--- src/rtl/fetch_sequencer_if.sv ---
// Fetch-side bus: instruction memory port, redirect input and decode handshake.
interface fetch_sequencer_if;
  logic        enable;
  logic [31:0] imem_addr;
  logic [31:0] imem_instr;
  logic        redirect_valid;
  logic [31:0] redirect_pc;
  logic        out_valid;
  logic        out_ready;
  logic [31:0] out_instr;
  logic [31:0] out_pc;
  logic [31:0] fetch_count;

  modport master (
    input  enable,
    output imem_addr,
    input  imem_instr,
    input  redirect_valid,
    input  redirect_pc,
    output out_valid,
    input  out_ready,
    output out_instr,
    output out_pc,
    output fetch_count
  );

  modport slave (
    output enable,
    input  imem_addr,
    output imem_instr,
    output redirect_valid,
    output redirect_pc,
    input  out_valid,
    output out_ready,
    input  out_instr,
    input  out_pc,
    input  fetch_count
  );
endinterface

--- src/rtl/fetch_sequencer.sv ---
// Instruction-fetch controller: owns the PC, captures {instr, pc} into a small
// FIFO and hands entries to decode over valid/ready; redirects flush and restart.
module fetch_sequencer #(
  parameter logic [31:0] RESET_PC  = 32'h0000_0000,
  parameter int unsigned DEPTH     = 2,
  parameter logic [31:0] NOP_INSTR = 32'h0000_0013
) (
  input  logic              clk_i,
  input  logic              reset_i,
  fetch_sequencer_if.master bus
);

  localparam int unsigned PTR_W = (DEPTH > 1) ? $clog2(DEPTH) : 1;
  localparam int unsigned CNT_W = PTR_W + 1;
  localparam logic [CNT_W-1:0] FULL_OCC = CNT_W'(DEPTH);
  localparam logic [31:0] RESET_PC_A = {RESET_PC[31:2], 2'b00};

  logic [31:0]      pc_q, pc_d;
  logic [31:0]      fcnt_q, fcnt_d;
  logic [PTR_W-1:0] head_q, head_d;
  logic [PTR_W-1:0] tail_q, tail_d;
  logic [CNT_W-1:0] occ_q, occ_d;

  logic [31:0] instr_mem_q [DEPTH];
  logic [31:0] pc_mem_q    [DEPTH];

  logic empty;
  logic pop;
  logic push;

  // A full FIFO still accepts a push when the head is popped the same cycle.
  always_comb begin
    empty  = (occ_q == '0);
    pop    = ~empty & bus.out_ready;
    push   = bus.enable & ~bus.redirect_valid & ((occ_q != FULL_OCC) | pop);

    pc_d   = pc_q;
    fcnt_d = fcnt_q;
    head_d = head_q;
    tail_d = tail_q;
    occ_d  = occ_q;

    if (bus.redirect_valid) begin
      head_d = '0;
      tail_d = '0;
      occ_d  = '0;
      pc_d   = {bus.redirect_pc[31:2], 2'b00};
    end else begin
      if (push) begin
        tail_d = tail_q + PTR_W'(1);
        pc_d   = pc_q + 32'd4;
        fcnt_d = fcnt_q + 32'd1;
      end
      if (pop) begin
        head_d = head_q + PTR_W'(1);
      end
      unique case ({push, pop})
        2'b10:   occ_d = occ_q + CNT_W'(1);
        2'b01:   occ_d = occ_q - CNT_W'(1);
        default: occ_d = occ_q;
      endcase
    end
  end

  always_ff @(posedge clk_i) begin
    if (reset_i) begin
      pc_q   <= RESET_PC_A;
      fcnt_q <= '0;
      head_q <= '0;
      tail_q <= '0;
      occ_q  <= '0;
    end else begin
      pc_q   <= pc_d;
      fcnt_q <= fcnt_d;
      head_q <= head_d;
      tail_q <= tail_d;
      occ_q  <= occ_d;
    end
  end

  always_ff @(posedge clk_i) begin
    if (!reset_i && push) begin
      instr_mem_q[tail_q] <= bus.imem_instr;
      pc_mem_q[tail_q]    <= pc_q;
    end
  end

  // Empty outputs are muxed on occupancy so stale slot contents never leak out.
  assign bus.imem_addr   = pc_q;
  assign bus.out_valid   = ~empty;
  assign bus.out_instr   = empty ? NOP_INSTR : instr_mem_q[head_q];
  assign bus.out_pc      = empty ? 32'h0 : pc_mem_q[head_q];
  assign bus.fetch_count = fcnt_q;

endmodule

--- src/flat_wrapper.sv ---
// flat-port wrapper written by rule: the top's interface ports become plain ports
module fetch_sequencer_flat 
#(
  parameter logic [31:0] RESET_PC  = 32'h0000_0000,
  parameter int unsigned DEPTH     = 2,
  parameter logic [31:0] NOP_INSTR = 32'h0000_0013
)
  (clk_i, reset_i, bus_enable, bus_imem_addr, bus_imem_instr, bus_redirect_valid, bus_redirect_pc, bus_out_valid, bus_out_ready, bus_out_instr, bus_out_pc, bus_fetch_count);
  fetch_sequencer_if bus_i ();
  input  logic clk_i;
  input  logic reset_i;
  input wire logic [$bits(bus_i.enable)-1:0] bus_enable;
  output wire logic [$bits(bus_i.imem_addr)-1:0] bus_imem_addr;
  input wire logic [$bits(bus_i.imem_instr)-1:0] bus_imem_instr;
  input wire logic [$bits(bus_i.redirect_valid)-1:0] bus_redirect_valid;
  input wire logic [$bits(bus_i.redirect_pc)-1:0] bus_redirect_pc;
  output wire logic [$bits(bus_i.out_valid)-1:0] bus_out_valid;
  input wire logic [$bits(bus_i.out_ready)-1:0] bus_out_ready;
  output wire logic [$bits(bus_i.out_instr)-1:0] bus_out_instr;
  output wire logic [$bits(bus_i.out_pc)-1:0] bus_out_pc;
  output wire logic [$bits(bus_i.fetch_count)-1:0] bus_fetch_count;
  assign bus_i.enable = bus_enable;
  assign bus_imem_addr = bus_i.imem_addr;
  assign bus_i.imem_instr = bus_imem_instr;
  assign bus_i.redirect_valid = bus_redirect_valid;
  assign bus_i.redirect_pc = bus_redirect_pc;
  assign bus_out_valid = bus_i.out_valid;
  assign bus_i.out_ready = bus_out_ready;
  assign bus_out_instr = bus_i.out_instr;
  assign bus_out_pc = bus_i.out_pc;
  assign bus_fetch_count = bus_i.fetch_count;
  fetch_sequencer #(.RESET_PC(RESET_PC), .DEPTH(DEPTH), .NOP_INSTR(NOP_INSTR)) u_core (.clk_i(clk_i), .reset_i(reset_i), .bus(bus_i));
endmodule
--- config.mk ---
export PLATFORM = sky130hd
export DESIGN_NAME = fetch_sequencer_flat
export DESIGN_NICKNAME = d
export VERILOG_FILES = /design/src/rtl/fetch_sequencer_if.sv /design/src/rtl/fetch_sequencer.sv /design/src/flat_wrapper.sv
export SDC_FILE = /design/constraint.sdc
export NUM_CORES = 1
export LEC_CHECK = 0
export CAP_MARGIN = 25
export CORE_ASPECT_RATIO = 0.5
export CORE_MARGIN = 1.5
export CORE_UTILIZATION = 40
export CTS_BUF_LIST = sky130_fd_sc_hd__clkbuf_8
export DETAILED_ROUTE_END_ITERATION = 10
export HOLD_SLACK_MARGIN = 0.12
export PLACE_DENSITY = 0.71
export SLEW_MARGIN = 20
export SYNTH_ARGS = -nofsm -noshare
export SYNTH_HDL_FRONTEND = slang
export SYNTH_SLANG_ARGS = --single-unit
--- constraint.sdc ---
create_clock -name clk_i -period 6.7 [get_ports clk_i]
set_input_delay 2.01 -clock clk_i [delete_from_list [all_inputs] [get_ports clk_i]]
set_output_delay 2.01 -clock clk_i [all_outputs]
set_load 0.005 [all_outputs]
# Word level (Yosys, flattened, before mapping)
# Memory sizes are Yosys's and may differ from the RTL's. A register that Yosys moved wholly into a read port is not among the register bits.
# Index checks and enable logic that the tools add are counted.
[word_totals]
ff_bits = 68
ram_bits = 128
memories = 2
[op_classes]
n_addsub = 6
eq_ne = 3
n_mux = 11
bitwise = 6
n_reduce_logical = 7
[mem_list]
columns = ["memory", "words", "width", "rd", "rd_clocked_by_memory_dff", "wr", "line_no", "rtl"]
rows = [
  ["u_core.instr_mem_q", 2, 32, 1, 1, 1, "fetch_sequencer.sv:24", "logic [31:0] instr_mem_q [DEPTH];"],
  ["u_core.pc_mem_q", 2, 32, 1, 1, 1, "fetch_sequencer.sv:25", "logic [31:0] pc_mem_q [DEPTH];"],
]
[ops]
columns = ["operator", "n"]
rows = [
  ["$mux 32", 4],
  ["$add 32x1->32 const B", 1],
  ["$add 32x3->32 const B", 1],
  ["$mux 1", 6],
  ["$pmux 2 s2", 1],
  ["$reduce_bool 2->1", 2],
  ["$and 1x1->1", 3],
  ["$add 1x1->1 const B", 2],
  ["$add 2x1->2 const B", 1],
  ["$eq 2x1->1 const B", 1],
  ["$eq 2x2->1 const B", 1],
  ["$logic_not 2->1", 1],
  ["$ne 2x2->1 const B", 1],
  ["$not 1->1", 2],
  ["$reduce_and 2->1", 1],
  ["$reduce_or 2->1", 1],
  ["$sub 2x1->2 const B", 1],
  ["$logic_and 1x1->1", 1],
  ["$logic_not 1->1", 1],
  ["$or 1x1->1", 1],
]

# Longest topological paths before layout
# Gate-level depths: netlist of run 1.
[logic_depth]
word_depth = 8
depth_mapped = 8
mapped_depth_nobuf = 6

# Worst setup path before layout of run 1
# No wires, ideal clock.
[synth_timing]
kind = "input -> register"
from = "input bus_out_ready"
to = "memory u_core.instr_mem_q[0][0] (enable)"
setup_time_ns = 0.482
arrival_time_ns = 5.323
path_slack_ns = 0.894
cell_stages = 6
cell_sequence = "or3b_1 -> and2_1 -> clkbuf_1 -> buf_4 -> nand2_1 -> nor2_1"
[synth_via]
elab_chain_len = 6
[synth_rtl]
columns = ["item", "line_no", "rtl"]
rows = [
  ["start: declaration", "flat_wrapper.sv:18", "input wire logic [$bits(bus_i.out_ready)-1:0] bus_out_ready;"],
  ["$and 1x1->1", "fetch_sequencer.sv:34", "pop = ~empty & bus.out_ready;"],
  ["$or 1x1->1", "fetch_sequencer.sv:35", "push = bus.enable & ~bus.redirect_valid & ((occ_q != FULL_OCC) | pop);"],
  ["$and 1x1->1", "fetch_sequencer.sv:35", ""],
  ["$logic_and 1x1->1", "fetch_sequencer.sv:82", "if (!reset_i && push) begin"],
  ["$mux 1", "fetch_sequencer.sv:82", ""],
  ["$mux 1 (not written as such)", "fetch_sequencer.sv:83", "instr_mem_q[tail_q] <= bus.imem_instr;"],
  ["end: declaration", "fetch_sequencer.sv:24", ""],
]
# No other way between the ends.

# Worst setup path after layout of run 1
[layout_timing]
from = "register u_core.occ_q[1]"
to = "output bus_out_pc[14]"
[layout_via]
elab_chain_len = 2
[layout_rtl]
columns = ["item", "line_no", "rtl"]
rows = [
  ["start: declaration", "fetch_sequencer.sv:22", "logic [CNT_W-1:0] occ_q, occ_d;"],
  ["start signal: assignment", "fetch_sequencer.sv:71", "occ_q <= '0;"],
  ["start signal: assignment", "fetch_sequencer.sv:77", "occ_q <= occ_d;"],
  ["$logic_not 2->1", "fetch_sequencer.sv:33", "empty = (occ_q == '0);"],
  ["$mux 32", "fetch_sequencer.sv:92", "assign bus.out_pc = empty ? 32'h0 : pc_mem_q[head_q];"],
  ["end: declaration", "flat_wrapper.sv:20", "output wire logic [$bits(bus_i.out_pc)-1:0] bus_out_pc;"],
]
# No other way between the ends.

==> results.py, run 1 <==
metrics = {
    "worst_hold_path": {
        "hold_path.class": "reg2reg",
    },
    "yosys": {
        "synthCells": 663,
        "synth.area.top_cells": "edfxtp_1 46%, dfxtp_1 17%, mux2i_1 8.0%",
        "synth.yosys.seq_area_share_pct": 63.20,
        "ys.flop_type": "edfxtp_1",
        "synth_seq_cells": 191,
        "synthMuxAreaShare_pct": 7.994,
        "syn_avg_cell_area_um2": 12.09,
        "synth_top_area_share_pct": 46.46,
        "async_flop_share_pct": 0,
        "synth.distinct_cells": 43,
        "synth_top_family_by_area": "simple AND/OR/NAND/NOR gates",
        "synthAdderAreaFrac_pct": 0.3123,
        "yosysTopAreaCell": "edfxtp_1",
        "synth-edff-count": 124,
        "synth_area_um2": 8014,
        "yosysWarnings": 0,
        "netlist_top_cells_count": "124 x edfxtp_1, 124 x nor2_1, 67 x dfxtp_1, 64 x mux2i_1, 46 x xor2_1",
        "yosys.area_share.xor_xnor_pct": 6.339,
        "synth_simple_gate_area_share_pct": 15.96,
        "synth_compound_area_share_pct": 3.794,
    },
    "sta": {
        "finalCritPeriodShare_pct": 67.06,
        "tightest_slew_ns": 0.8464,
        "hold_violations": 0,
        "relSlewSlack_pct": 43.49,
        "rsz0062_at_grt": "no",
        "skew_ns": 0.01755,
        "fmax_mhz": 222.6,
        "maxSlewViolCount": 0,
        "holdWs_ns": 0.5095,
        "setup-violations-final": 0,
        "min_period_ns": 4.493,
        "finalSetupTns_ns": 0,
    },
    "die": {
        "dieHeight_um": 103.1,
        "fp-row-count": 36,
        "die_area_um2": 20940,
        "io_pins": 198,
        "die_w_um": 203.2,
        "core_area_um2": 19550,
        "initial_utilization_pct": 40.99,
    },
    "final_layout": {
        "diodes": 0,
        "nNetsFinal": 918,
        "drive_above_1_share_pct": 6.047,
        "instances_no_fill": 1126,
        "final_util_pct": 54.26,
        "syn2layout_area_growth_pct": 32.37,
    },
    "clocking": {
        "cts.clk_slew.worst_paths_ns": 0.10,
        "hold_buffers": 0,
        "cts.sinks": 191,
        "cts_tree": "built",
        "cts_max_level": 4,
        "cts_buffers": 17,
        "clock_latency_ns": 0.46,
        "postCtsResizedCells": 0,
        "cts.path.max_buffers": 2,
        "root_buffer": "clkbuf_8",
        "postCtsSetupBuffers": 0,
    },
    "power_and_ir_drop": {
        "pwr-share-seq_pct": 58.2,
        "power.leakage_nw": 3.507,
        "p_sw_w": 0.0005302,
        "ir_worst_vdd_mv": 0.1224,
        "swShare_pct": 23.51,
        "pwr-share-comb_pct": 8.2,
        "power_w": 0.002255,
        "clockPowerShare_pct": 33.6,
        "intPower_w": 0.001725,
        "cellPowerDensity_nw_per_um2": 212.6,
    },
    "drt": {
        "final_antenna_net_count": 0,
        "dr.first_iter.drc_count": 202,
        "wirelength_mm": 18.47,
        "drt-wirelength-per-cell_um": 16.40,
        "firstDrtPassIters": 4,
        "vias": 5646,
        "viasPerCell": 5.014,
        "drc": 0,
    },
    "setup_path": {
        "max_stage_delay_ns": 0.51,
        "cp.required_ns": 4.69,
        "crit_path_max_fanout": 37,
        "crit_buf_inv": 2,
        "start_kind": "register",
        "path_cells": "nor2_4 -> buf_4 -> nor2_1 -> clkdlybuf4s50_1",
        "crit_arrival_ns": 2.48,
        "critical_path_class": "reg2out",
        "crit_slowest_cell": "clkdlybuf4s50_1",
        "crit_family": "buffers and inverters",
        "endpoint_kind": "primary output",
    },
    "placed_design": {
        "dp_hpwl_mm": 12.46,
        "gp_congestion": 0.7510,
        "port_buffers": 191,
        "dp_cells": 1094,
    },
    "global_route": {
        "antenna_found_initial": 0,
        "grt_start_max_net_pins": 69,
        "grt_util_all_layers_pct": 17.63,
        "gr-total-overflow": 0,
        "grt_pass1_wl_mm": 28.38,
        "first_global_vias": 5401,
    },
    "outcome": {
        "status": "finished clean",
    },
    "flow_run": {
        "cap_violations": 0,
    },
}
-- through the flow --
| stage | area [um^2] | setup slack (ns) |
|---|---|---|
| floorplan | 8025 | 0.8944 |
| global placement | 10190 | 1.912 |
| detailed placement | 10220 | 1.913 |
| CTS | 10610 | 2.138 |
| global route | 10610 | 1.982 |
| finish | 10610 | 2.207 |
-- power groups by stage --
stage,combinational (W),clock (W),sequential [W]
6_report,0.000185,0.000757,0.00131
5_1_grt,0.000201,0.000822,0.00132
4_1_cts,0.000188,0.000780,0.00131
3_5_place_dp,0.000187,0,0.00134
3_3_place_gp,0.000182,0,0.00134
2_1_floorplan,0.0000744,0,0.00133
-- flip-flops by register name (all words and copies together), names as in the netlist, named ones only --
| register | cells |
|---|---|
| u_core.occ_q | 2 |
| u_core.head_q | 1 |
| u_core.instr_mem_q | 64 |
| u_core.pc_mem_q | 60 |
| u_core.bus.fetch_count | 32 |
| u_core.bus.imem_addr | 30 |
| u_core.tail_q | 1 |
-- cells in the final DEF, fill, tap and decap left out, types with 3 or more instances in the layout --
master,Yosys,layout
clkdlybuf4s50_1,0,190
edfxtp_1,124,124
nor2_1,124,122
dfxtp_1,67,66
mux2i_1,64,64
xor2_1,46,46
nand2_1,31,31
nand4_1,28,28
nand3_1,25,25
a211oi_1,21,21
clkbuf_8,0,17
xnor2_1,12,12
and3_1,11,10
and2_1,8,8
a21oi_1,8,8
inv_1,5,7
nor3_1,7,7
buf_4,5,7
and4_1,6,6
inv_6,0,6
o21ai_0,4,4
nor4_1,4,4
conb_1,1,4
nand2b_1,3,3
clkinv_2,0,3
-- per-layer routing --
layer / vias to the layer above / global-route usage (%) / wire (um)
met5: - / 0 / 0
met4: 0 / 8.148 / 423
met3: 34 / 3.698 / 752
met2: 118 / 30.53 / 9372
met1: 2744 / 21.57 / 7918
li1: 2750 / - / -
-- tightest hold or removal path, cell delays in order, from the launching register on --
cell     delay (ns)
dfxtp_1        0.34
o21ai_0        0.08
a21oi_1        0.06
-- cell families (layout without fill, tap and decap cells) --
kind of cell	Yosys count	count (layout)
and+or+nand+nor	260	260
DFF	191	191
muxes	64	64
xor gates and xnor gates	58	58
buffers and inverters	44	238
AOI/OAI and AO/OA	43	43
adders and majority gates	2	2
other	1	4
-- layout make-up --
cell class	instances	area, um^2
clock buffers	17	234.0
clock inverters	15	155.1
fillers	1674	8941
inverters	6	22.52
multi-input cells	431	2788
flip-flops and latches	191	5069
well taps	266	332.8
repair buffers	200	2007
-- path summary, 6_finish.rpt --
| path | start | end | slack [ns] | cells past startpoint |
|---|---|---|---|---|
| max | u_core.occ_q[1] | bus_out_pc[14] | 2.21 | 4 |
| min | u_core.bus.fetch_count[31] | u_core.bus.fetch_count[31] | 0.51 | 2 |
| max reg2reg | u_core.occ_q[0] | u_core.instr_mem_q[1][30] | 4.03 | 4 |
| min reg2reg | u_core.bus.fetch_count[31] | u_core.bus.fetch_count[31] | 0.51 | 2 |
No activity file was read; power rests on OpenSTA's default activity.
==> run 2: changes to the inputs <==
==> constraint.sdc (replaced) <==
create_clock -name clk_i -period 4.7 [get_ports clk_i]
set_input_delay 1.41 -clock clk_i [delete_from_list [all_inputs] [get_ports clk_i]]
set_output_delay 1.41 -clock clk_i [all_outputs]
set_load 0.005 [all_outputs]
==> run 2 against run 1 <==
  * Design area is 0.16% higher
  * Cell count hardly changed
  * Largest power group unchanged
  * Combinational power is 43% higher
  * Sequential power is 43% higher
  * Critical endpoint unchanged
  * First-iteration DRC count is 11% higher
  * Flip-flop and latch count stayed put
==> results.py, run 2 (synthesized netlist as in run 1, its figures left out) <==
metrics = {
    "final_layout": {
        "mostFrequentLayoutCells": "190 x clkdlybuf4s50_1, 124 x edfxtp_1, 122 x nor2_1",
        "design_area_um2": 10630,
        "largest_register": "u_core.instr_mem_q",
        "instances_no_fill": 1127,
        "final_common_cell": "clkdlybuf4s50_1",
        "nNetsFinal": 919,
        "largest_register_ffs": 64,
        "seq_area_um2": 5069,
        "syn2layout_area_growth_pct": 32.58,
        "diodes": 0,
        "drive_above_1_share_pct": 6.156,
        "multi_input_area_um2": 2788,
        "n_fill_cell": 1670,
    },
    "sta": {
        "fmax_mhz": 268.6,
        "finalSetupTns_ns": 0,
        "rsz0062_at_grt": "no",
        "skew_ns": 0.02269,
        "maxSlewViolCount": 0,
        "relSlewSlack_pct": 42.32,
        "tightest_slew_ns": 0.8639,
        "hold_violations": 0,
        "finalCritPeriodShare_pct": 79.20,
        "setup-violations-final": 0,
        "min_period_ns": 3.722,
    },
    "flow_run": {
        "cap_violations": 0,
    },
    "setup_path": {
        "crit_arrival_ns": 2.31,
        "cp.required_ns": 3.29,
        "path_depth": 4,
        "crit_family": "buffers and inverters",
        "endpoint_kind": "primary output",
        "reg2regPathDepth": 5,
        "crit_path_max_fanout": 37,
        "max_stage_delay_ns": 0.69,
        "crit_buf_inv": 2,
        "start_kind": "register",
        "path_cells": "buf_12 -> mux2i_1 -> nor2_1 -> clkdlybuf4s50_1",
        "critical_path_class": "reg2out",
        "crit_slowest_cell": "dfxtp_4",
    },
    "clocking": {
        "root_buffer": "clkbuf_8",
        "hold_buffers": 0,
        "cts_buffers": 17,
        "cts.path.max_buffers": 2,
        "postCtsSetupBuffers": 0,
        "clock_latency_ns": 0.48,
        "postCtsResizedCells": 0,
        "cts.clk_slew.worst_paths_ns": 0.10,
        "cts_tree": "built",
        "cts.sinks": 191,
        "cts_max_level": 4,
    },
    "die": {
        "initial_utilization_pct": 40.99,
        "core_area_um2": 19550,
        "fp-row-count": 36,
        "die_w_um": 203.2,
        "dieHeight_um": 103.1,
        "die_area_um2": 20940,
        "io_pins": 198,
    },
    "placed_design": {
        "gp_congestion": 0.7647,
        "place_area_um2": 10220,
        "port_buffers": 191,
        "dp_hpwl_mm": 12.44,
        "dp_cells": 1095,
    },
    "global_route": {
        "grt_start_max_net_pins": 68,
        "antenna_found_initial": 0,
        "grt_pass1_wl_mm": 28.87,
        "first_global_vias": 5516,
        "gr-total-overflow": 0,
        "grt_util_all_layers_pct": 18.03,
    },
    "drt": {
        "viasPerCell": 5.013,
        "vias": 5650,
        "drc": 0,
        "firstDrtPassIters": 5,
        "drt-wirelength-per-cell_um": 16.54,
        "final_antenna_net_count": 0,
        "wirelength_mm": 18.64,
        "dr.first_iter.drc_count": 224,
    },
    "worst_hold_path": {
        "hold_path.class": "reg2reg",
        "holdPathStages": 2,
    },
    "outcome": {
        "status": "finished clean",
    },
    "power_and_ir_drop": {
        "ir_worst_vdd_mv": 0.1885,
        "cellPowerDensity_nw_per_um2": 305.1,
        "power.leakage_nw": 3.510,
    },
}
## run 2: cell types whose count changed in the layout (fill, tap and decap cells not counted), sizes merged
cell / before / now
clkinv: 4 / 3
bufinv: 2 / 1
buf: 10 / 11
clkbuf: 17 / 19
## run 2: tightest hold or removal path: stages (launching register included)
cell	delay [ns]
dfxtp_1	0.33
o21ai_0	0.07
a21oi_1	0.06
## run 2: final cells by class
type,count,area share (%)
timing repair buffer,201,18.89
clock inverter,13,1.366
tap,266,3.132
sequential,191,47.70
clock buffer,19,2.461
multi-input combinational,431,26.24
inverter,6,0.2120
## run 2: stage by stage
stage	hold WS (ns)	util (%)	setup slack, ns	total power [W]
floorplan	0.4743	-	0.5301	0.002006
global placement	0.4717	52.27	0.8670	0.002172
detailed placement	0.4829	52.27	0.8597	0.002178
CTS	0.4942	54.35	0.9151	0.003274
global route	0.5438	54.35	0.8383	0.003373
finish	0.4944	54.35	0.9775	0.003241
## run 2: routing by layer
metal / wire, um / up-vias / share of wire (%) / global-route usage, %
li1: - / 2747 / - / -
met1: 8059 / 2759 / 43 / 21.85
met2: 9421 / 119 / 51 / 31.50
met3: 781 / 25 / 4.2 / 4.235
met4: 377 / 0 / 2.0 / 7.521
met5: 0 / - / 0 / 0
## run 2: final timing paths
check / startpoint / slack, ns / end
max: register / 0.98 / bus_out_pc[14]
min: u_core.bus.fetch_count[31] / 0.49 / u_core.bus.fetch_count[31]
max reg2reg: u_core.occ_q[0] / 2.35 / u_core.instr_mem_q[0][21]
min reg2reg: u_core.bus.fetch_count[31] / 0.49 / u_core.bus.fetch_count[31]
## run 2: report_power, final
part	internal, W	switching, W	leakage, nW
combinational	0.000150	0.000115	1.60
sequential	0.00183	0.0000437	1.70
clock	0.000472	0.000632	0.212
==> run 3: changes to the inputs <==
--- a/config.mk
+++ b/config.mk
@@ -12,7 +12,7 @@
 export CTS_BUF_LIST = sky130_fd_sc_hd__clkbuf_8
 export DETAILED_ROUTE_END_ITERATION = 10
 export HOLD_SLACK_MARGIN = 0.12
-export PLACE_DENSITY = 0.71
+export PLACE_DENSITY = 0.74
 export SLEW_MARGIN = 20
 export SYNTH_ARGS = -nofsm -noshare
 export SYNTH_HDL_FRONTEND = slang
==> constraint.sdc (replaced) <==
create_clock -name clk_i -period 3 [get_ports clk_i]
set_input_delay 0.9 -clock clk_i [delete_from_list [all_inputs] [get_ports clk_i]]
set_output_delay 0.9 -clock clk_i [all_outputs]
set_load 0.005 [all_outputs]
==> run 3 against run 2 <==
  * Register-to-register slack got worse by 1.5 ns
  * Non-clock buffer count increased by 16
  * Utilization increased by 0.74 points
  * First-iteration DRC count increased by 7.1%
  * Design area increased by 1.4%
  * Clock power increased by 58%
  * Critical path type unchanged
  * Critical path depth unchanged
  * Critical endpoint is now bus_out_instr[1]
  * Global-route usage decreased by 0.28 points
==> results.py, run 3 (synthesized netlist as in run 1, its figures left out) <==
metrics = {
    "setup_path": {
        "crit_family": "buffers and inverters",
        "crit_buf_inv": 2,
        "critical_path_class": "reg2out",
        "crit_slowest_cell": "dfxtp_4",
        "cp.required_ns": 2.10,
        "path_cells": "buf_12 -> mux2i_1 -> nand2_1 -> clkdlybuf4s50_1",
        "reg2reg_from": "u_core.bus.imem_addr[8]",
        "endpoint_kind": "primary output",
        "start_kind": "register",
        "crit_arrival_ns": 1.95,
        "regToRegSetupSlack_ns": 0.88,
        "reg2regPathDepth": 5,
        "max_stage_delay_ns": 0.50,
        "reg2reg_to": "u_core.bus.imem_addr[25]",
        "crit_path_max_fanout": 19,
    },
    "sta": {
        "min_period_ns": 2.847,
        "hold_violations": 0,
        "finalCritPeriodShare_pct": 94.92,
        "rsz0062_at_grt": "no",
        "maxSlewViolCount": 0,
        "tightest_slew_ns": 0.8022,
        "setup_slack_ns": 0.1525,
        "skew_ns": 0.02057,
        "holdWs_ns": 0.5026,
        "relSlewSlack_pct": 46.03,
        "setup-violations-final": 0,
        "fmax_mhz": 351.2,
        "finalSetupTns_ns": 0,
    },
    "clocking": {
        "cts.path.max_buffers": 2,
        "clock_latency_ns": 0.47,
        "cts.clk_slew.worst_paths_ns": 0.09,
        "root_buffer": "clkbuf_8",
        "cts_max_level": 4,
        "cts.sinks": 191,
        "cts_tree": "built",
        "cts_buffers": 17,
    },
    "power_and_ir_drop": {
        "clockPowerShare_pct": 34.2,
        "pwr-share-seq_pct": 57.4,
        "p_sw_w": 0.001222,
        "pwr-share-comb_pct": 8.4,
        "power.leakage_nw": 3.597,
        "cellPowerDensity_nw_per_um2": 473.8,
        "intPower_w": 0.003880,
        "swShare_pct": 23.95,
        "ir_worst_vdd_mv": 0.2604,
        "power_w": 0.005102,
    },
    "drt": {
        "vias": 5748,
        "viasPerCell": 5.029,
        "dr.first_iter.drc_count": 240,
        "drt-wirelength-per-cell_um": 16.32,
        "wirelength_mm": 18.66,
        "firstDrtPassIters": 4,
        "drc": 0,
        "final_antenna_net_count": 0,
    },
    "die": {
        "io_pins": 198,
        "die_area_um2": 20940,
        "die_w_um": 203.2,
        "initial_utilization_pct": 40.99,
        "dieHeight_um": 103.1,
        "fp-row-count": 36,
        "core_area_um2": 19550,
    },
    "placed_design": {
        "pre_cts_ws_ns": 0.1139,
        "gp_congestion": 0.7677,
        "dp_hpwl_mm": 13.05,
        "port_buffers": 191,
        "dp_cells": 1108,
    },
    "worst_hold_path": {
        "hold_start": "u_core.bus.fetch_count[31]",
        "whs_endpoint": "u_core.bus.fetch_count[31]",
        "hold_path.class": "reg2reg",
        "holdPathStages": 2,
    },
    "final_layout": {
        "syn2layout_area_growth_pct": 34.39,
        "largest_register": "u_core.instr_mem_q",
        "largest_register_ffs": 64,
        "diodes": 0,
        "drive_above_1_share_pct": 8.210,
        "nNetsFinal": 935,
        "final_common_cell": "clkdlybuf4s50_1",
        "instances_no_fill": 1143,
        "mostFrequentLayoutCells": "190 x clkdlybuf4s50_1, 124 x edfxtp_1, 122 x nor2_1",
        "n_fill_cell": 1647,
    },
    "global_route": {
        "grt_util_all_layers_pct": 17.76,
        "grt_start_max_net_pins": 68,
        "gr-total-overflow": 0,
        "grt_pass1_wl_mm": 28.61,
        "first_global_vias": 5592,
        "antenna_found_initial": 0,
    },
    "outcome": {
        "status": "finished clean",
    },
    "flow_run": {
        "cap_violations": 0,
    },
}
run 3: area by class of cell:
type | count | area [um^2] | share of cell area (%)
clock inverter | 15 | 176.4 | 1.638
sequential | 191 | 5071 | 47.08
multi-input combinational | 431 | 2788 | 25.88
inverter | 6 | 22.52 | 0.2091
tap | 266 | 332.8 | 3.090
timing repair buffer | 217 | 2146 | 19.92
clock buffer | 17 | 234.0 | 2.172
run 3: tightest hold or removal path: cells and delay by family (launching register included):
kind / cells / cell delay, ns
flops: 1 / 0.33
compound gates: 2 / 0.13
run 3: per-layer routing:
layer	vias up	global-route usage (%)	routed length, um
met5	-	0	0
met4	0	5.299	236
met3	18	4.962	988
met2	126	31.66	9647
met1	2826	21.27	7786
li1	2778	-	-
run 3: power groups by stage:
| stage | registers, W | clock network, W | logic (W) |
|---|---|---|---|
| final | 0.00293 | 0.00174 | 0.000429 |
| after global routing | 0.00294 | 0.00190 | 0.000463 |
| after CTS | 0.00293 | 0.00178 | 0.000435 |
| after detailed placement | 0.00299 | 0 | 0.000429 |
| after global placement | 0.00299 | 0 | 0.000422 |
| after floorplan | 0.00298 | 0 | 0.000167 |
run 3: how the worst max path moves through the flow:
stage | end | slack [ns] | depth (start not counted)
6_report | bus_out_instr[1] | 0.15 | 4
5_1_grt | bus_out_pc[14] | 0.02 | 4
4_1_cts | bus_out_pc[16] | 0.07 | 4
3_5_place_dp | u_core.instr_mem_q[1][28] | 0.11 | 5
3_3_place_gp | u_core.bus.fetch_count[6] | 0.14 | 7
2_1_floorplan | u_core.instr_mem_q[0][0] | 0.02 | 6
run 3: what timing repair did:
action / in CTS / in global routing
setup buffers: 3 / 0
gates resized for setup: 1 / 3
endpoints found under the setup margin: 34 / 4
hold buffers: 0 / 0
run 3: per-stage QoR:
step	utilization [%]	cell area (um^2)
3_3_place_gp	52.84	10330
5_1_grt	55.09	10770
6_report	55.09	10770
2_1_floorplan	-	8034
4_1_cts	55.07	10770
3_5_place_dp	52.84	10330
